==> src/rtl/bwt_pkg.sv <==
// Shared types and constants for the BWT sort front-end: byte width, lane indices,
// the pair feeder state encoding and small sizing helpers.
package bwt_pkg;

  localparam int BYTE_W   = 8;
  localparam int LANE_CNT = 2;

  localparam logic LANE0 = 1'b0;
  localparam logic LANE1 = 1'b1;

  typedef enum logic [2:0] {
    IDLE,
    FETCH,
    CAPTURE,
    WRITE,
    FIN
  } feeder_state_t;

  // A run of one element still needs a 1-bit counter so the wrap compare is well formed.
  function automatic int run_cnt_w(input int run_len);
    return (run_len <= 1) ? 1 : $clog2(run_len);
  endfunction

  function automatic logic [LANE_CNT-1:0] lane_strobe(input logic sel);
    return (sel == LANE1) ? 2'b10 : 2'b01;
  endfunction

endpackage

==> src/rtl/lane_sel_ctr.sv <==
// Run position counter and lane selector: counts elements within a run and flips
// the target lane each time a run of RUN_LEN elements completes.
module lane_sel_ctr
  import bwt_pkg::*;
#(
  parameter int RUN_LEN = 1
) (
  input  logic clk,
  input  logic rst,
  input  logic step,
  input  logic clr,
  output logic sel,
  output logic wrap
);

  localparam int CW = run_cnt_w(RUN_LEN);
  localparam logic [CW-1:0] RUN_LAST = CW'(RUN_LEN - 1);

  logic [CW-1:0] run_cnt;

  assign wrap = step && (run_cnt == RUN_LAST);

  always_ff @(posedge clk) begin
    if (rst || clr) begin
      run_cnt <= '0;
      sel     <= LANE0;
    end else if (step) begin
      if (wrap) begin
        run_cnt <= '0;
        sel     <= ~sel;
      end else begin
        run_cnt <= run_cnt + CW'(1);
      end
    end
  end

endmodule

==> src/rtl/pair_feeder.sv <==
// Pops bytes from the source FIFO and writes them to two lane FIFOs in alternating
// runs of RUN_LEN, pulsing pair_done whenever a lane-0/lane-1 run pair is complete.
module pair_feeder
  import bwt_pkg::*;
#(
  parameter int RUN_LEN = 1,
  parameter int LEN_W   = 16
) (
  input  logic                clk,
  input  logic                rst,
  input  logic                start,
  input  logic [LEN_W-1:0]    cfg_len,
  input  logic [BYTE_W-1:0]   src_data,
  input  logic                src_empty,
  output logic                src_rd,
  input  logic [LANE_CNT-1:0] lane_full,
  output logic [BYTE_W-1:0]   lane_data,
  output logic [LANE_CNT-1:0] lane_wr,
  output logic                pair_done,
  output logic                busy,
  output logic                done
);

  feeder_state_t state, state_nxt;

  logic [LEN_W-1:0] len;
  logic [LEN_W-1:0] elem_cnt;
  logic             sel;
  logic             wrap;
  logic             step;
  logic             clr;
  logic             last_elem;

  assign last_elem = (elem_cnt == (len - LEN_W'(1)));

  lane_sel_ctr #(
    .RUN_LEN (RUN_LEN)
  ) u_lane_sel_ctr (
    .clk  (clk),
    .rst  (rst),
    .step (step),
    .clr  (clr),
    .sel  (sel),
    .wrap (wrap)
  );

  always_ff @(posedge clk) begin
    if (rst) begin
      state <= IDLE;
    end else begin
      state <= state_nxt;
    end
  end

  // One byte costs FETCH, CAPTURE, WRITE; the full flag is checked only in FETCH,
  // by which time the previous write has already landed in the lane FIFO.
  always_comb begin
    state_nxt = state;
    src_rd    = 1'b0;
    step      = 1'b0;
    clr       = 1'b0;
    busy      = 1'b0;
    done      = 1'b0;
    case (state)
      IDLE: begin
        if (start) begin
          clr       = 1'b1;
          state_nxt = (cfg_len == '0) ? FIN : FETCH;
        end
      end
      FETCH: begin
        busy   = 1'b1;
        src_rd = !src_empty && !lane_full[sel];
        if (src_rd) begin
          state_nxt = CAPTURE;
        end
      end
      CAPTURE: begin
        busy      = 1'b1;
        state_nxt = WRITE;
      end
      WRITE: begin
        busy      = 1'b1;
        step      = 1'b1;
        state_nxt = last_elem ? FIN : FETCH;
      end
      FIN: begin
        done      = 1'b1;
        state_nxt = IDLE;
      end
      default: begin
        state_nxt = IDLE;
      end
    endcase
  end

  // A pair closes when lane 1 finishes its run, or early when the transfer ends
  // with a partially filled pair.
  always_ff @(posedge clk) begin
    if (rst) begin
      len       <= '0;
      elem_cnt  <= '0;
      lane_data <= '0;
      lane_wr   <= '0;
      pair_done <= 1'b0;
    end else begin
      lane_wr   <= '0;
      pair_done <= 1'b0;
      if (state == IDLE && start) begin
        len      <= cfg_len;
        elem_cnt <= '0;
      end
      if (state == CAPTURE) begin
        lane_data <= src_data;
        lane_wr   <= lane_strobe(sel);
      end
      if (step) begin
        elem_cnt  <= elem_cnt + LEN_W'(1);
        pair_done <= (wrap && (sel == LANE1)) || last_elem;
      end
    end
  end

endmodule
==> config.mk <==
export PLATFORM = sky130hd
export DESIGN_NAME = pair_feeder
export DESIGN_NICKNAME = d
export VERILOG_FILES = /design/src/rtl/bwt_pkg.sv /design/src/rtl/lane_sel_ctr.sv /design/src/rtl/pair_feeder.sv
export SDC_FILE = /design/constraint.sdc
export NUM_CORES = 1
export LEC_CHECK = 0
export CAP_MARGIN = 20
export CORE_MARGIN = 3
export CORE_UTILIZATION = 59
export CTS_BUF_LIST = sky130_fd_sc_hd__clkbuf_8
export CTS_CLUSTER_DIAMETER = 50
export DETAILED_ROUTE_END_ITERATION = 10
export PLACE_DENSITY = 0.95
export SLEW_MARGIN = 20
export SYNTH_ARGS = -nofsm -noshare
export SYNTH_HDL_FRONTEND = slang
export SYNTH_HIERARCHICAL = 1
export SYNTH_SLANG_ARGS = --single-unit
==> constraint.sdc <==
create_clock -name clk -period 4.5 [get_ports clk]
set_input_delay 0.675 -clock clk [delete_from_list [all_inputs] [get_ports clk]]
set_output_delay 0.675 -clock clk [all_outputs]
set_load 0.01 [all_outputs]
==> results of run 1 <==
state kept, by name, summed over array words and instances, names as in the netlist:
| signal | flops |
|---|---|
| u_lane_sel_ctr/run_cnt | 1 |
| elem_cnt | 16 |
| u_lane_sel_ctr/sel | 1 |
| pair_done | 1 |
| lane_data | 8 |
| state | 3 |
| len | 16 |
| lane_wr | 2 |
worst max-delay path, cell delays in order, from the launching register on:
cell,delay [ns]
dfxtp_1,0.35
inv_1,0.07
ha_1,0.19
or2b_1,0.28
or4_4,0.44
a2111oi_0,0.47
o2111ai_1,0.20
a2111o_1,0.47
o31a_1,0.30
per-layer routing:
layer | part of all wire | vias to the layer above | wire length, um
met5 | 0 | - | 0
met1 | 0.41 | 1150 | 2585
met4 | 0.013 | 0 | 84
met2 | 0.50 | 86 | 3131
li1 | - | 1190 | -
met3 | 0.074 | 9 | 464
cell type report:
cell class / instances / area share
Clock inverter: 2 / 0.004908
Timing Repair Buffer: 45 / 0.1456
Sequential cell: 48 / 0.3141
Tap cell: 50 / 0.02045
Clock buffer: 6 / 0.02699
Multi-Input combinational cell: 249 / 0.4793
Inverter: 7 / 0.008589
stage by stage:
step | worst slack (ns) | std cells | hold slack (ns) | util
floorplan | 1.868 | 319 | 0.4494 | -
global placement | 1.642 | 399 | 0.4417 | 0.7247
detailed placement | 1.589 | 399 | 0.4476 | 0.7247
CTS | 1.611 | 407 | 0.4602 | 0.7486
global route | 1.447 | 407 | 0.4783 | 0.7486
finish | 1.631 | 407 | 0.4607 | 0.7486
worst paths after layout:
kind	to	slack, ns	start	cells past startpoint
hold / removal	lane_data[7]$_SDFFE_PP0N_	0.46	lane_data[7]$_SDFFE_PP0N_	2
hold reg to reg	lane_data[7]$_SDFFE_PP0N_	0.46	lane_data[7]$_SDFFE_PP0N_	2
setup / recovery	state[0]$_SDFFE_PP0P_	1.63	len[0]$_SDFFE_PP0P_	8
setup reg to reg	state[0]$_SDFFE_PP0P_	1.63	len[0]$_SDFFE_PP0P_	8
cell usage after synthesis (4+ instances only):
cell | number | area (um^2)
a211oi_1 | 4 | 30.03
a21oi_1 | 36 | 180.2
buf_6 | 5 | 56.30
clkbuf_1 | 8 | 30.03
dfxtp_1 | 48 | 960.9
inv_1 | 4 | 15.01
mux2i_1 | 6 | 60.06
nand2_1 | 60 | 225.2
nand2b_1 | 4 | 25.02
nand3_1 | 14 | 70.07
nand3b_1 | 4 | 30.03
nand4_1 | 5 | 31.28
nor2_1 | 27 | 101.4
nor2b_1 | 5 | 31.28
nor3_1 | 4 | 20.02
nor4_1 | 6 | 37.54
xnor2_1 | 14 | 122.6
xor2_1 | 4 | 35.03
power by group:
group / leakage [uW] / switching [uW] / internal (uW) / total (uW)
registers: 0.000390 / 18.7 / 438 / 456
logic: 0.000589 / 86.1 / 83.7 / 170
clock network: 0.0000434 / 153 / 125 / 278
cell families (layout without fill, tap and decap cells):
| logic type | Yosys count | in the layout |
|---|---|---|
| AND/OR/NAND/NOR | 156 | 156 |
| AO/OA/AOI/OAI | 64 | 64 |
| flip-flops | 48 | 48 |
| buffers and inverters | 22 | 60 |
| XOR/XNOR | 18 | 18 |
| multiplexers | 9 | 9 |
| adder cells (fa/ha/maj) | 2 | 2 |
==> impl_results.md, run 1 <==
* Initial core utilization at 0.6258
* Post-CTS setup buffers at 0
* Total CTS buffers at 5
* Area Overhead vs Synth at 19.62%
* Slew Viols, Final at 0
* Die area at 5161 um^2
* Ys Warns at 6
* Final setup violation count at 0
* Complex-gate fraction of the synthesized area at 0.1585
* Tmin final at around 2.9 ns
* FF/Latch Area at 960.9 um^2
* Power per cell area at roughly 300 nW/um^2
* Ys flop type: dfxtp_1
* Worst setup SP type: register
* Rel. slew slack at 0.5637
* Reg clk slew, reported paths at about 0.09 ns
* Total GRT Usage at 0.2537
* Maxcap violations at 0
* Leak pwr at 0.001022 uW
* Num rows at 23
* Maximum vdd drop at around 0.23 mV
* CP max FO at 4
* Multi-input gate area at ~1500 um^2
* CTS H-tree depth at 2
* Final instance area at slightly above 3000 um^2
* Die height at 71.84 um
* Synth unique cells at 61
* Core Box Area at 4086 um^2
* Worst Path Required at 4.71 ns
* GR peak layer: met2
* Drt via density at about 6.0
* Most frequent cells in the layout: 60 x nand2_1, 48 x dfxtp_1, 43 x clkdlybuf4s50_1, 36 x a21oi_1, 27 x nor2_1
* Crit share post-route at 0.6375
* Skew-Pair Late Insertion Delay at 0.31 ns
* Ports at 44
* DRT Wirelength at 6.265 mm
* Met1 usage at 0.3004
* Most common cell after layout, fill and taps aside: nand2_1
* Status: complete, no violations
* First-pass DRT Iterations at 5
* Post-synthesis instance total at roughly 320
* Hpwl dp at approximately 4.5 mm
* Post-synth EDFFs at 0
* Area after DPL at 2962 um^2
* Initial antenna violation count at 0
* Clock skew at 0.006706 ns
* Vias in the first global route at 2326
* DRT iter0 DRCs at 151
* Mapped Avg Cell Area at 8.017 um^2
* Via count at 2435
* Clock Tree Buf Depth at 2
* Pin count of the biggest net entering global routing at 39
* First-pass GRT wire length at between 10 and 15 mm
* Total Neg Setup Slack at 0 ns
* Async S/R FF share, synth at 0
* CP arrival at between 3 and 4 ns
* Grt ovf at 0
* Share of cells above drive strength 1 at 0.06443
* Antenna fix cells at 0
* Crit path kind: register to register
* CP Capture Type: register
* GR Layer Usage met2 at 0.4408
* Pwr Total at 903.9 uW
* Synth Area in Simple Gates at 0.3068
* Synthesis-stage register bit count at 48
* Multiplexer share of the synthesized area at 0.03669
* XOR/XNOR share of the synthesized area at 0.06164
* Hold buffer count at cts at 0
* Drt drc at 0
* RSZ-0062 raised after global routing: false
* Avg WL per Cell at 15.39 um
* Syn_nets at 351
* Fin. Hold Viols at 0
* Main combinational cell family by area after synthesis: simple AND/OR/NAND/NOR gates
* Synth Area in Adders at 0.009785
* Fmax at 0.3486 GHz
* Die Wd at 71.84 um
* Worst Tran Pin Value at 0.6494 ns
* Final Net Count at around 390
* CTS tree: yes
* RD Place Congestion at ~0.83
* Hold Path Class: register to register
* Port Buffers at 43
* Register area share after synthesis at 0.3757
* Filler cell count at 284
* CTS-repair resized insts at 0
* CTS Root Cell: clkbuf_8
* Num Clock Sinks at 48
* Cell Area, Synth at 2557 um^2
* Grt met3 use at 0.06592
* Routed Antenna Nets at 0
Power figures use the tool's default switching activity.
==> inputs of run 2 (changes only) <==
Settings changed: CORE_UTILIZATION 59 to 49, PLACE_DENSITY 0.95 to 0.88.
Clock period 4.5 ns to 2.6 ns, I/O delays scaled along.
==> impl_results.md, run 2 (synthesis results as in run 1) <==
* Slew Viols, Final at 0
* Maxcap violations at 0
* Fmax at 0.3852 GHz
* Comb pwr share at 0.226
* Switch share at 0.2835
* Worst Hold Margin at 0.4716 ns
* Vias in the first global route at 2459
* Reg clk slew, reported paths at 0.09 ns
* Clock skew at 0.005085 ns
* DRT iter0 DRCs at 254
* Largest regs: elem_cnt (16), len (16), lane_data (8)
* Status: complete, no violations
* Tmin final at 2.596 ns
* Reg power frac at 0.483
* Power per cell area at 493.4 nW/um^2
* Routed Antenna Nets at 0
* CTS Root Cell: clkbuf_8
* Die height at 78.25 um
* Ports at 44
* CP arrival at between 2 and 3 ns
* Drt drc at 0
* Maximum vdd drop at 0.3380 mV
* Grt ovf at 0
* Share of cells above drive strength 1 at 0.1383
* Most frequent cells in the layout: 60 x nand2_1, 45 x dfxtp_1, 43 x clkdlybuf4s50_1, 34 x a21oi_1, 27 x nor2_1
* CP max FO at 3
* CTS tree: yes
* CP Capture Type: register
* Crit path kind: register to register
* Core Box Area at 4880 um^2
* First-pass DRT Iterations at 5
* RD Place Congestion at ~0.9
* Avg WL per Cell at 14.74 um
* Part of the power in the clock network at 0.291
* Total GRT Usage at 0.2269
* Worst setup SP type: register
* Worst Path Required at 2.80 ns
* Final setup violation count at 0
* Hpwl dp at 4.715 mm
* Skew-Pair Late Insertion Delay at 0.31 ns
* Non-Filler Instances at between 400 and 500
* DP Worst Slack at -0.04405 ns
* Pin count of the biggest net entering global routing at 36
* Rel. slew slack at 0.6444
* DRT Wirelength at 6.530 mm
* Crit share post-route at 0.9984
* CTS H-tree depth at 2
* Area Overhead vs Synth at 28.03%
* Initial core utilization at 0.5241
* Die area at 6122 um^2
* Port Buffers at 43
* Total CTS buffers at 5
* Worst Tran Pin Value at 0.5314 ns
* Pwr Total at between 1500 and 2000 uW
* Drt via density at 5.682
* Internal Pwr Total at 1158 uW
* Via count at 2517
* Placed cell count at 431
* Die Wd at just under 80 um
* Num Clock Sinks at 48
* Num rows at 25
* Total Neg Setup Slack at 0 ns
* Initial antenna violation count at 0
* Antenna fix cells at 0
* Switching power at 457.9 uW
* RSZ-0062 raised after global routing: true
* Fin. Hold Viols at 0
* Final Net Count at 407
* Hold Path Class: register to register
* First-pass GRT wire length at 11.13 mm
* Setup WS post-layout at roughly 0.0042 ns
* Leak pwr at 0.001128 uW
* Clock Tree Buf Depth at 2
* Most common cell after layout, fill and taps aside: nand2_1
==> run 2: cell count changes in the layout (fill, tap and decap cells not counted), moves of 2 or more <==
| cell | previous run | this run |
|---|---|---|
| a21oi_2 | 0 | 2 |
| a21oi_1 | 36 | 34 |
| buf_4 | 2 | 19 |
| dfxtp_2 | 0 | 3 |
| inv_1 | 4 | 2 |
| inv_2 | 2 | 4 |
| dfxtp_1 | 48 | 45 |
==> run 2: cell type report <==
type	count	area [um^2]
multi-input cells	249	1498
repair buffers	64	604.3
clock buffers	6	82.58
inverters	7	26.28
clock inverters	2	15.01
flip-flops and latches	48	964.7
fillers	392	1605
well taps	67	83.83
==> run 2: critical path: stages, from the launching register on <==
cell and delay [ns]:
dfxtp_2 0.33, or3_4 0.39, or4_4 0.51, or3_4 0.40
a21oi_2 0.12, o211ai_1 0.11, a2111o_1 0.37, o31a_1 0.27
==> run 2: final timing paths <==
kind	startpoint	end	slack, ns	cells past startpoint
worst max-delay path	len[3]$_SDFFE_PP0P_	state[0]$_SDFFE_PP0P_	0.004	7
worst min-delay path	lane_data[3]$_SDFFE_PP0N_	lane_data[3]$_SDFFE_PP0N_	0.47	2
worst max register to register	len[3]$_SDFFE_PP0P_	state[0]$_SDFFE_PP0P_	0.004	7
worst min register to register	lane_data[3]$_SDFFE_PP0N_	lane_data[3]$_SDFFE_PP0N_	0.47	2
==> run 2: metrics by stage <==
stage	utilization	instance area [um^2]
6_report	0.6710	3274
3_5_place_dp	0.6372	3109
4_1_cts	0.6618	3229
2_1_floorplan	-	2559
5_1_grt	0.6710	3274
3_3_place_gp	0.6372	3109
==> run 2: power by group through the flow <==
stage	Clock [uW]	Combinational [uW]	Sequential (uW)
2_1_floorplan	0	202	795
3_3_place_gp	0	323	795
3_5_place_dp	0	334	796
4_1_cts	481	343	779
5_1_grt	506	396	784
6_report	471	365	780
==> run 2: repair_timing <==
item                                    4_1_cts  5_1_grt
resized for setup                             3        9
pin swaps                                     5        2
buffers inserted                              2        2
hold buffers                                  0        0
endpoints found under the setup margin        1        3
==> run 2: per-layer routing <==
metal  GRT usage  wire [um]  up-vias  part of all wire
li1            -          -     1226                 -
met3     0.05849        429       13             0.066
met1      0.2638       2707     1192              0.41
met4     0.09091        126        0             0.019
met2      0.3964       3267       86              0.50
met5           0          0        -                 0
